## src/rtl/sound_scheduler_pkg.sv

```systemverilog
// Shared types and helpers for the sound scheduler.
// Latency: n/a (types and a pure function only).
// Backpressure: n/a.
package audio_pkg;

    typedef enum logic [1:0] {
        SND_NONE = 2'd0,
        SND_JUMP = 2'd1,
        SND_WIN  = 2'd2,
        SND_LOSE = 2'd3
    } sound_id_e;

    typedef enum logic [1:0] {
        IDLE = 2'd0,
        PLAY = 2'd1,
        GAP  = 2'd2
    } sched_state_e;

    // Length in clocks of a sound id; SND_NONE maps to 1 so callers never underflow.
    function automatic int unsigned sound_len(input logic [1:0] id,
                                              input int unsigned jump_len,
                                              input int unsigned win_len,
                                              input int unsigned lose_len);
        case (id)
            SND_JUMP: sound_len = jump_len;
            SND_WIN:  sound_len = win_len;
            SND_LOSE: sound_len = lose_len;
            default:  sound_len = 1;
        endcase
    endfunction

endpackage

```

## src/rtl/sound_scheduler_if.sv

```systemverilog
// Bundle of game-event levels, tone generator taps and scheduler outputs.
// Latency: n/a (wiring only).
// Backpressure: none; all signals are plain levels.
interface sound_scheduler_if;
    import audio_pkg::*;

    logic       jumpForward;
    logic       jumpBackward;
    logic       jumpRight;
    logic       jumpLeft;
    logic       win;
    logic       lose;
    logic       mute;
    logic       jumpSoundIn;
    logic       winSoundIn;
    logic       loseSoundIn;
    logic       enableJumpSound;
    logic       enableWinSound;
    logic       enableLoseSound;
    logic [1:0] soundId;
    logic       busy;
    logic       sound;

    // Game side: drives levels and generator taps, observes the scheduler.
    modport master (
        output jumpForward, jumpBackward, jumpRight, jumpLeft, win, lose, mute,
        output jumpSoundIn, winSoundIn, loseSoundIn,
        input  enableJumpSound, enableWinSound, enableLoseSound, soundId, busy, sound
    );

    // Scheduler side.
    modport slave (
        input  jumpForward, jumpBackward, jumpRight, jumpLeft, win, lose, mute,
        input  jumpSoundIn, winSoundIn, loseSoundIn,
        output enableJumpSound, enableWinSound, enableLoseSound, soundId, busy, sound
    );
endinterface

```

## src/rtl/sound_scheduler_rise_detect.sv

```systemverilog
// Per-bit rising-edge detector producing a one-cycle pulse.
// Latency: combinational pulse in the cycle the level is first seen high.
// Backpressure: none; a held level yields a single pulse.
module rise_detect #(
    parameter int WIDTH = 6
) (
    input  logic             clk,
    input  logic             rst_n,
    input  logic [WIDTH-1:0] level_i,
    output logic [WIDTH-1:0] rise_o
);
    logic [WIDTH-1:0] prev_q;

    // Remember last cycle's level; cleared on reset so a level high at release fires.
    always_ff @(posedge clk or negedge rst_n) begin
        if (!rst_n) prev_q <= '0;
        else        prev_q <= level_i;
    end

    assign rise_o = level_i & ~prev_q;
endmodule

```

## src/rtl/sound_scheduler.sv

```systemverilog
// Priority scheduler for jump/win/lose tone generators with timed play and silent gap.
// Latency: enable/soundId/busy rise one edge after the triggering level is sampled.
// Backpressure: none; lower-priority events during play are dropped, events in gap are pended.
module sound_scheduler
    import audio_pkg::*;
#(
    parameter int unsigned JUMP_CYCLES = 5_000_000,
    parameter int unsigned WIN_CYCLES  = 50_000_000,
    parameter int unsigned LOSE_CYCLES = 50_000_000,
    parameter int unsigned GAP_CYCLES  = 500_000
) (
    input  logic          clk,
    input  logic          resetN,
    sound_scheduler_if.slave sif
);
    localparam int unsigned MAX_JW  = (JUMP_CYCLES > WIN_CYCLES) ? JUMP_CYCLES : WIN_CYCLES;
    localparam int unsigned MAX_JWL = (MAX_JW > LOSE_CYCLES) ? MAX_JW : LOSE_CYCLES;
    localparam int unsigned MAX_LEN = (MAX_JWL > GAP_CYCLES) ? MAX_JWL : GAP_CYCLES;
    localparam int          CW      = $clog2(MAX_LEN + 1);

    localparam logic [1:0] ST_IDLE = 2'd0;
    localparam logic [1:0] ST_PLAY = 2'd1;
    localparam logic [1:0] ST_GAP  = 2'd2;

    logic [5:0]    rise;
    logic [1:0]    ev_id;
    logic [1:0]    best;
    logic [1:0]    state_q, state_d;
    logic [1:0]    cur_q, cur_d;
    logic [1:0]    pend_q, pend_d;
    logic [CW-1:0] cnt_q, cnt_d;
    logic          en_jump_q, en_win_q, en_lose_q, busy_q;
    logic [1:0]    sound_id_q;

    rise_detect #(.WIDTH(6)) u_rise (
        .clk     (clk),
        .rst_n   (resetN),
        .level_i ({sif.lose, sif.win, sif.jumpLeft, sif.jumpRight,
                   sif.jumpBackward, sif.jumpForward}),
        .rise_o  (rise)
    );

    // Only the highest-priority event of the cycle survives.
    always_comb begin
        ev_id = SND_NONE;
        if (rise[5])        ev_id = SND_LOSE;
        else if (rise[4])   ev_id = SND_WIN;
        else if (|rise[3:0]) ev_id = SND_JUMP;
        best = (ev_id > pend_q) ? ev_id : pend_q;
    end

    // Next-state: start, preempt/retrigger, expire into gap, and pend during gap.
    always_comb begin
        state_d = state_q;
        cur_d   = cur_q;
        pend_d  = pend_q;
        cnt_d   = cnt_q;
        case (state_q)
            ST_IDLE: begin
                pend_d = SND_NONE;
                if (best != SND_NONE) begin
                    state_d = ST_PLAY;
                    cur_d   = best;
                    cnt_d   = CW'(sound_len(best, JUMP_CYCLES, WIN_CYCLES, LOSE_CYCLES) - 1);
                end
            end
            ST_PLAY: begin
                if (ev_id > cur_q) begin
                    cur_d = ev_id;
                    cnt_d = CW'(sound_len(ev_id, JUMP_CYCLES, WIN_CYCLES, LOSE_CYCLES) - 1);
                end else if (ev_id == SND_JUMP && cur_q == SND_JUMP) begin
                    cnt_d = CW'(JUMP_CYCLES - 1);
                end else if (cnt_q == '0) begin
                    state_d = ST_GAP;
                    cur_d   = SND_NONE;
                    cnt_d   = CW'(GAP_CYCLES - 1);
                end else begin
                    cnt_d = cnt_q - CW'(1);
                end
            end
            ST_GAP: begin
                if (ev_id > pend_q) pend_d = ev_id;
                if (cnt_q == '0) state_d = ST_IDLE;
                else             cnt_d   = cnt_q - CW'(1);
            end
            default: begin
                state_d = ST_IDLE;
                cur_d   = SND_NONE;
                pend_d  = SND_NONE;
                cnt_d   = '0;
            end
        endcase
    end

    // State registers plus outputs decoded from next-state so they line up with it.
    always_ff @(posedge clk or negedge resetN) begin
        if (!resetN) begin
            state_q    <= ST_IDLE;
            cur_q      <= SND_NONE;
            pend_q     <= SND_NONE;
            cnt_q      <= '0;
            en_jump_q  <= 1'b0;
            en_win_q   <= 1'b0;
            en_lose_q  <= 1'b0;
            busy_q     <= 1'b0;
            sound_id_q <= SND_NONE;
        end else begin
            state_q    <= state_d;
            cur_q      <= cur_d;
            pend_q     <= pend_d;
            cnt_q      <= cnt_d;
            en_jump_q  <= (cur_d == SND_JUMP);
            en_win_q   <= (cur_d == SND_WIN);
            en_lose_q  <= (cur_d == SND_LOSE);
            busy_q     <= (state_d != ST_IDLE);
            sound_id_q <= cur_d;
        end
    end

    // Speaker: selected generator tap, silenced by mute or when nothing plays.
    always_comb begin
        case (sound_id_q)
            SND_JUMP: sif.sound = sif.jumpSoundIn & ~sif.mute;
            SND_WIN:  sif.sound = sif.winSoundIn  & ~sif.mute;
            SND_LOSE: sif.sound = sif.loseSoundIn & ~sif.mute;
            default:  sif.sound = 1'b0;
        endcase
    end

    assign sif.enableJumpSound = en_jump_q;
    assign sif.enableWinSound  = en_win_q;
    assign sif.enableLoseSound = en_lose_q;
    assign sif.soundId         = sound_id_q;
    assign sif.busy            = busy_q;
endmodule

```

## src/flat_wrapper.sv

```systemverilog
// flat-port wrapper written by rule: the top's interface ports become plain ports
module sound_scheduler_flat import audio_pkg::*;
#(
    parameter int unsigned JUMP_CYCLES = 5_000_000,
    parameter int unsigned WIN_CYCLES  = 50_000_000,
    parameter int unsigned LOSE_CYCLES = 50_000_000,
    parameter int unsigned GAP_CYCLES  = 500_000
)
  (clk, resetN, sif_jumpForward, sif_jumpBackward, sif_jumpRight, sif_jumpLeft, sif_win, sif_lose, sif_mute, sif_jumpSoundIn, sif_winSoundIn, sif_loseSoundIn, sif_enableJumpSound, sif_enableWinSound, sif_enableLoseSound, sif_soundId, sif_busy, sif_sound);
  sound_scheduler_if sif_i ();
  input  logic clk;
  input  logic resetN;
  input wire logic [$bits(sif_i.jumpForward)-1:0] sif_jumpForward;
  input wire logic [$bits(sif_i.jumpBackward)-1:0] sif_jumpBackward;
  input wire logic [$bits(sif_i.jumpRight)-1:0] sif_jumpRight;
  input wire logic [$bits(sif_i.jumpLeft)-1:0] sif_jumpLeft;
  input wire logic [$bits(sif_i.win)-1:0] sif_win;
  input wire logic [$bits(sif_i.lose)-1:0] sif_lose;
  input wire logic [$bits(sif_i.mute)-1:0] sif_mute;
  input wire logic [$bits(sif_i.jumpSoundIn)-1:0] sif_jumpSoundIn;
  input wire logic [$bits(sif_i.winSoundIn)-1:0] sif_winSoundIn;
  input wire logic [$bits(sif_i.loseSoundIn)-1:0] sif_loseSoundIn;
  output wire logic [$bits(sif_i.enableJumpSound)-1:0] sif_enableJumpSound;
  output wire logic [$bits(sif_i.enableWinSound)-1:0] sif_enableWinSound;
  output wire logic [$bits(sif_i.enableLoseSound)-1:0] sif_enableLoseSound;
  output wire logic [$bits(sif_i.soundId)-1:0] sif_soundId;
  output wire logic [$bits(sif_i.busy)-1:0] sif_busy;
  output wire logic [$bits(sif_i.sound)-1:0] sif_sound;
  assign sif_i.jumpForward = sif_jumpForward;
  assign sif_i.jumpBackward = sif_jumpBackward;
  assign sif_i.jumpRight = sif_jumpRight;
  assign sif_i.jumpLeft = sif_jumpLeft;
  assign sif_i.win = sif_win;
  assign sif_i.lose = sif_lose;
  assign sif_i.mute = sif_mute;
  assign sif_i.jumpSoundIn = sif_jumpSoundIn;
  assign sif_i.winSoundIn = sif_winSoundIn;
  assign sif_i.loseSoundIn = sif_loseSoundIn;
  assign sif_enableJumpSound = sif_i.enableJumpSound;
  assign sif_enableWinSound = sif_i.enableWinSound;
  assign sif_enableLoseSound = sif_i.enableLoseSound;
  assign sif_soundId = sif_i.soundId;
  assign sif_busy = sif_i.busy;
  assign sif_sound = sif_i.sound;
  sound_scheduler #(.JUMP_CYCLES(JUMP_CYCLES), .WIN_CYCLES(WIN_CYCLES), .LOSE_CYCLES(LOSE_CYCLES), .GAP_CYCLES(GAP_CYCLES)) u_core (.clk(clk), .resetN(resetN), .sif(sif_i));
endmodule
```

## config.mk

```make
export PLATFORM = sky130hd
export DESIGN_NAME = sound_scheduler_flat
export DESIGN_NICKNAME = d
export VERILOG_FILES = /design/src/rtl/sound_scheduler_pkg.sv /design/src/rtl/sound_scheduler_if.sv /design/src/rtl/sound_scheduler_rise_detect.sv /design/src/rtl/sound_scheduler.sv /design/src/flat_wrapper.sv
export SDC_FILE = /design/constraint.sdc
export NUM_CORES = 1
export LEC_CHECK = 0
export BUFFER_PORTS_ARGS = -buffer_cell sky130_fd_sc_hd__buf_2
export CAP_MARGIN = 20
export CORE_MARGIN = 1.5
export CORE_UTILIZATION = 45
export CTS_CLUSTER_DIAMETER = 120
export DETAILED_ROUTE_END_ITERATION = 8
export GPL_ROUTABILITY_DRIVEN = 0
export HOLD_SLACK_MARGIN = 0.12
export PLACE_DENSITY = 0.63
export SLEW_MARGIN = 30
export SYNTH_ARGS = -nofsm -noshare
export SYNTH_HDL_FRONTEND = slang
export SYNTH_SLANG_ARGS = --single-unit
export TNS_END_PERCENT = 1
```

## constraint.sdc

```tcl
create_clock -name clk -period 6.47 [get_ports clk]
set_input_delay 0.3235 -clock clk [delete_from_list [all_inputs] [get_ports clk]]
set_output_delay 0.3235 -clock clk [all_outputs]
set_load 0.01 [all_outputs]
```

==> key figures <==
Synth
  – Post-Syn Nets: 335
  – Syn avg cell area: ~8.5 um^2
  – #FFs+latches synth: 42
  – Ys async rst share: 100%
  – Synth warn: 0
  – Ys flop type: dfrtp_1
  – Share of the synthesized area in the top cell type: between 30% and 40%
  – Synth top area cells: dfrtp_1, a21oi_1, o22ai_1
  – Synthesized area: ~2700 um^2
  – Post-synthesis sequential area ratio: 38.9%
  – Count of cell types in the netlist: 57
  – Cells after Synth: between 300 and 400
  – Post-synth EDFFs: 0
  – Area leader, netlist: dfrtp_1

Power and ir drop
  – Internal power: about 0.64 mW
  – Max VDD drop: approximately 0.00019 V
  – Sw Share: 43.5%
  – Net Sw Power: between 0.4 and 0.5 mW
  – PnR Total Power: between 1 and 1.5 mW
  – Clock share of power: around 16%
  – Gate power share: between 40 and 50%
  – Seq pwr share: 39.7%
  – Static leakage: between 1 and 1.5 nW
  – Pwr Density: between 300 and 400 nW/um^2

Layout
  – Area delta synth->final: 9.20%
  – Inserted Diodes: 0
  – Nets: 350
  – Most frequent cells in the layout: dfrtp_1, a21oi_1, nor2_1
  – Commonest non-fill, non-tap cell in the layout: dfrtp_1
  – Layout cell share with drive strength beyond 1: 11.1%
  – Fill count: 544

Setup path
  – Crit path DAT: 3.42 ns
  – Max incr delay on CP: 0.64 ns
  – WP data required: ~6.7 ns
  – Crit-path slowest cell: o21ai_2
  – Worst-path cell chain: inv_1 -> ha_1 -> or4b_1 -> nor4_2 -> nand3_1 -> o21ai_2 -> a31oi_1 -> o22ai_1
  – Crit path kind: flip-flop to flip-flop
  – Startpoint Class: flip-flop
  – Critical path peak fanout: 14
  – CP Capture Type: flip-flop

Timing
  – Worst Tran Pin Value: 0.877 ns
  – Final Cycle Share: roughly half
  – Max-Slew Margin vs Limit: between 40% and 50%
  – Final min period: ~3.2 ns
  – Unrepaired setup endpoints after global routing: no
  – Final setup TNS: 0 ns
  – Clock skew: 0.0126 ns
  – Fmax: between 300 and 400 MHz
  – Hold slack: roughly 0.15 ns
  – Final setup vio count: 0
  – Final Hold Fails: 0
  – Max-slew violations: 0

Clocking
  – Clock Path Buffers: 2
  – H-tree Lvls: 2
  – Clock insertion delay at the later pin of the skew report: roughly 0.30 ns
  – TritonCTS buffer count: 5
  – Root Buffer: clkbuf_8
  – CTS tree: built
  – Reg clk slew, reported paths: approximately 0.080 ns
  – CTS Sinks: 42
  – PostCTS Resize Cnt: 0

Route
  – Vias: about 2,600
  – DRC Markers: 0
  – DRT antenna net count: 0
  – First-pass detailed-route iteration total: 5
  – Routed WL: ~7400 um
  – Initial DRC Count: ~230
  – Via-per-instance ratio: between 6 and 7
  – Drt wl/cell: around 18 um

Die
  – Initial core utilization: approximately 46%
  – Core area: 5850 um^2
  – Row count: 28
  – DIE WIDTH: ~80 um
  – Io pins: 19
  – DIE AREA: about 6500 um^2
  – Die height: 80.5 um

GRT
  – Largest net degree at the start of global routing: 43
  – First-pass GRT wire length: ~12,000 um
  – Tot GR Track Use: around 25%
  – Vias in the first global route: roughly 2,500
  – GRT overflow: 0
  – Initial antenna violation count: 0

Worst hold path
  – Min-Delay Path Class: primary input to flip-flop

Job
  – Maxcap violations: 0

Placed design
  – Port buffer count: 18
  – Detailed Place HPWL: 5130 um

Status
  – Status: complete, no violations
## synthesized netlist by cell type (all sizes together), types with 4 or more instances
library cell / number
a211oi: 5
a21oi: 26
a22o: 4
a31oi: 5
buf: 6
clkbuf: 5
dfrtp: 42
ha: 6
inv: 16
nand2: 17
nand2b: 9
nand3: 8
nand4: 5
nor2: 24
nor2b: 6
nor3: 19
nor4: 7
o21ai: 32
o22ai: 18
or3: 4
or4: 7
## power by group through the flow
stage	clock, mW	sequential (mW)	combinational [mW]
floorplan	0	0.428	0.366
global placement	0	0.449	0.483
detailed placement	0	0.451	0.488
CTS	0.184	0.446	0.490
global route	0.193	0.464	0.553
finish	0.179	0.448	0.500
## layout make-up
| cell class | instances | area [um^2] | share of cell area (%) |
|---|---|---|---|
| clock buffers | 7 | 86.3 | 2.92 |
| repair buffers | 19 | 103 | 3.47 |
| flip-flops and latches | 42 | 1050 | 35.6 |
| clock inverters | 1 | 5.00 | 0.169 |
| inverters | 16 | 60.1 | 2.03 |
| well taps | 75 | 93.8 | 3.18 |
| multi-input cells | 248 | 1560 | 52.6 |
## through the flow
step	setup slack, ns	instances	utilization (%)	instance area, um^2
after floorplan	3.85	317	-	2710
after global placement	2.96	399	48.6	2840
after detailed placement	3.24	399	48.6	2850
after CTS	3.25	407	50.2	2940
after global routing	2.93	408	50.5	2950
final	3.26	408	50.5	2950
## flip-flops by register name, indices dropped and copies added (netlist names)
signal and flops:
u_core.sif.busy 1, u_core.sif.enableJumpSound 1, u_core.cnt_q 26, u_core.u_rise.prev_q 6
u_core.sif.enableLoseSound 1, u_core.pend_q 2, u_core.state_q 2, u_core.sif.enableWinSound 1
u_core.cur_q 2
## worst paths after layout
kind	slack [ns]	depth (start not counted)	start	end
min	0.15	1	sif_jumpRight	u_core.u_rise.prev_q[2]$_DFF_PN0_
min reg2reg	0.55	2	u_core.cnt_q[17]$_DFFE_PN0P_	u_core.cnt_q[17]$_DFFE_PN0P_
min in group asynchronous	0.54	2	resetN	u_core.sif.enableLoseSound$_DFF_PN0_
max reg2reg	3.26	8	u_core.cnt_q[0]$_DFFE_PN0P_	u_core.cnt_q[6]$_DFFE_PN0P_
max	3.26	8	u_core.cnt_q[0]$_DFFE_PN0P_	u_core.cnt_q[6]$_DFFE_PN0P_
max in group asynchronous	5.53	2	resetN	u_core.u_rise.prev_q[5]$_DFF_PN0_
## critical path, delay by kind of cell (launching register included)
kind	cells	cell delay, ns
adders and majority gates	1	0.20
DFF	1	0.41
AOI/OAI and AO/OA	3	0.93
buffers and inverters	1	0.09
and+or+nand+nor	3	1.49
## kinds of logic after synthesis
family,after synthesis,synth area share (%)
AO/OA/AOI/OAI,119,28.7
AND/OR/NAND/NOR,119,24.3
flip-flops,42,38.9
buffers and inverters,27,3.98
adder cells (fa/ha/maj),6,2.78
XOR/XNOR,3,0.972
multiplexers,1,0.416
## routing by layer
metal	wire length [um]	part of all wire, %	global-route usage (%)	vias to the layer above
li1	-	-	-	1249
met1	3450	47	34.5	1267
met2	3260	44	37.2	109
met3	406	5.5	3.98	19
met4	238	3.2	11.6	0
met5	0	0	0	-
## repair_timing
item | in CTS | in global routing
hold endpoints to repair | 0 | 42
hold buffers | 0 | 1
buffers inserted | 0 | 0
(Power assumes the default switching activity.)
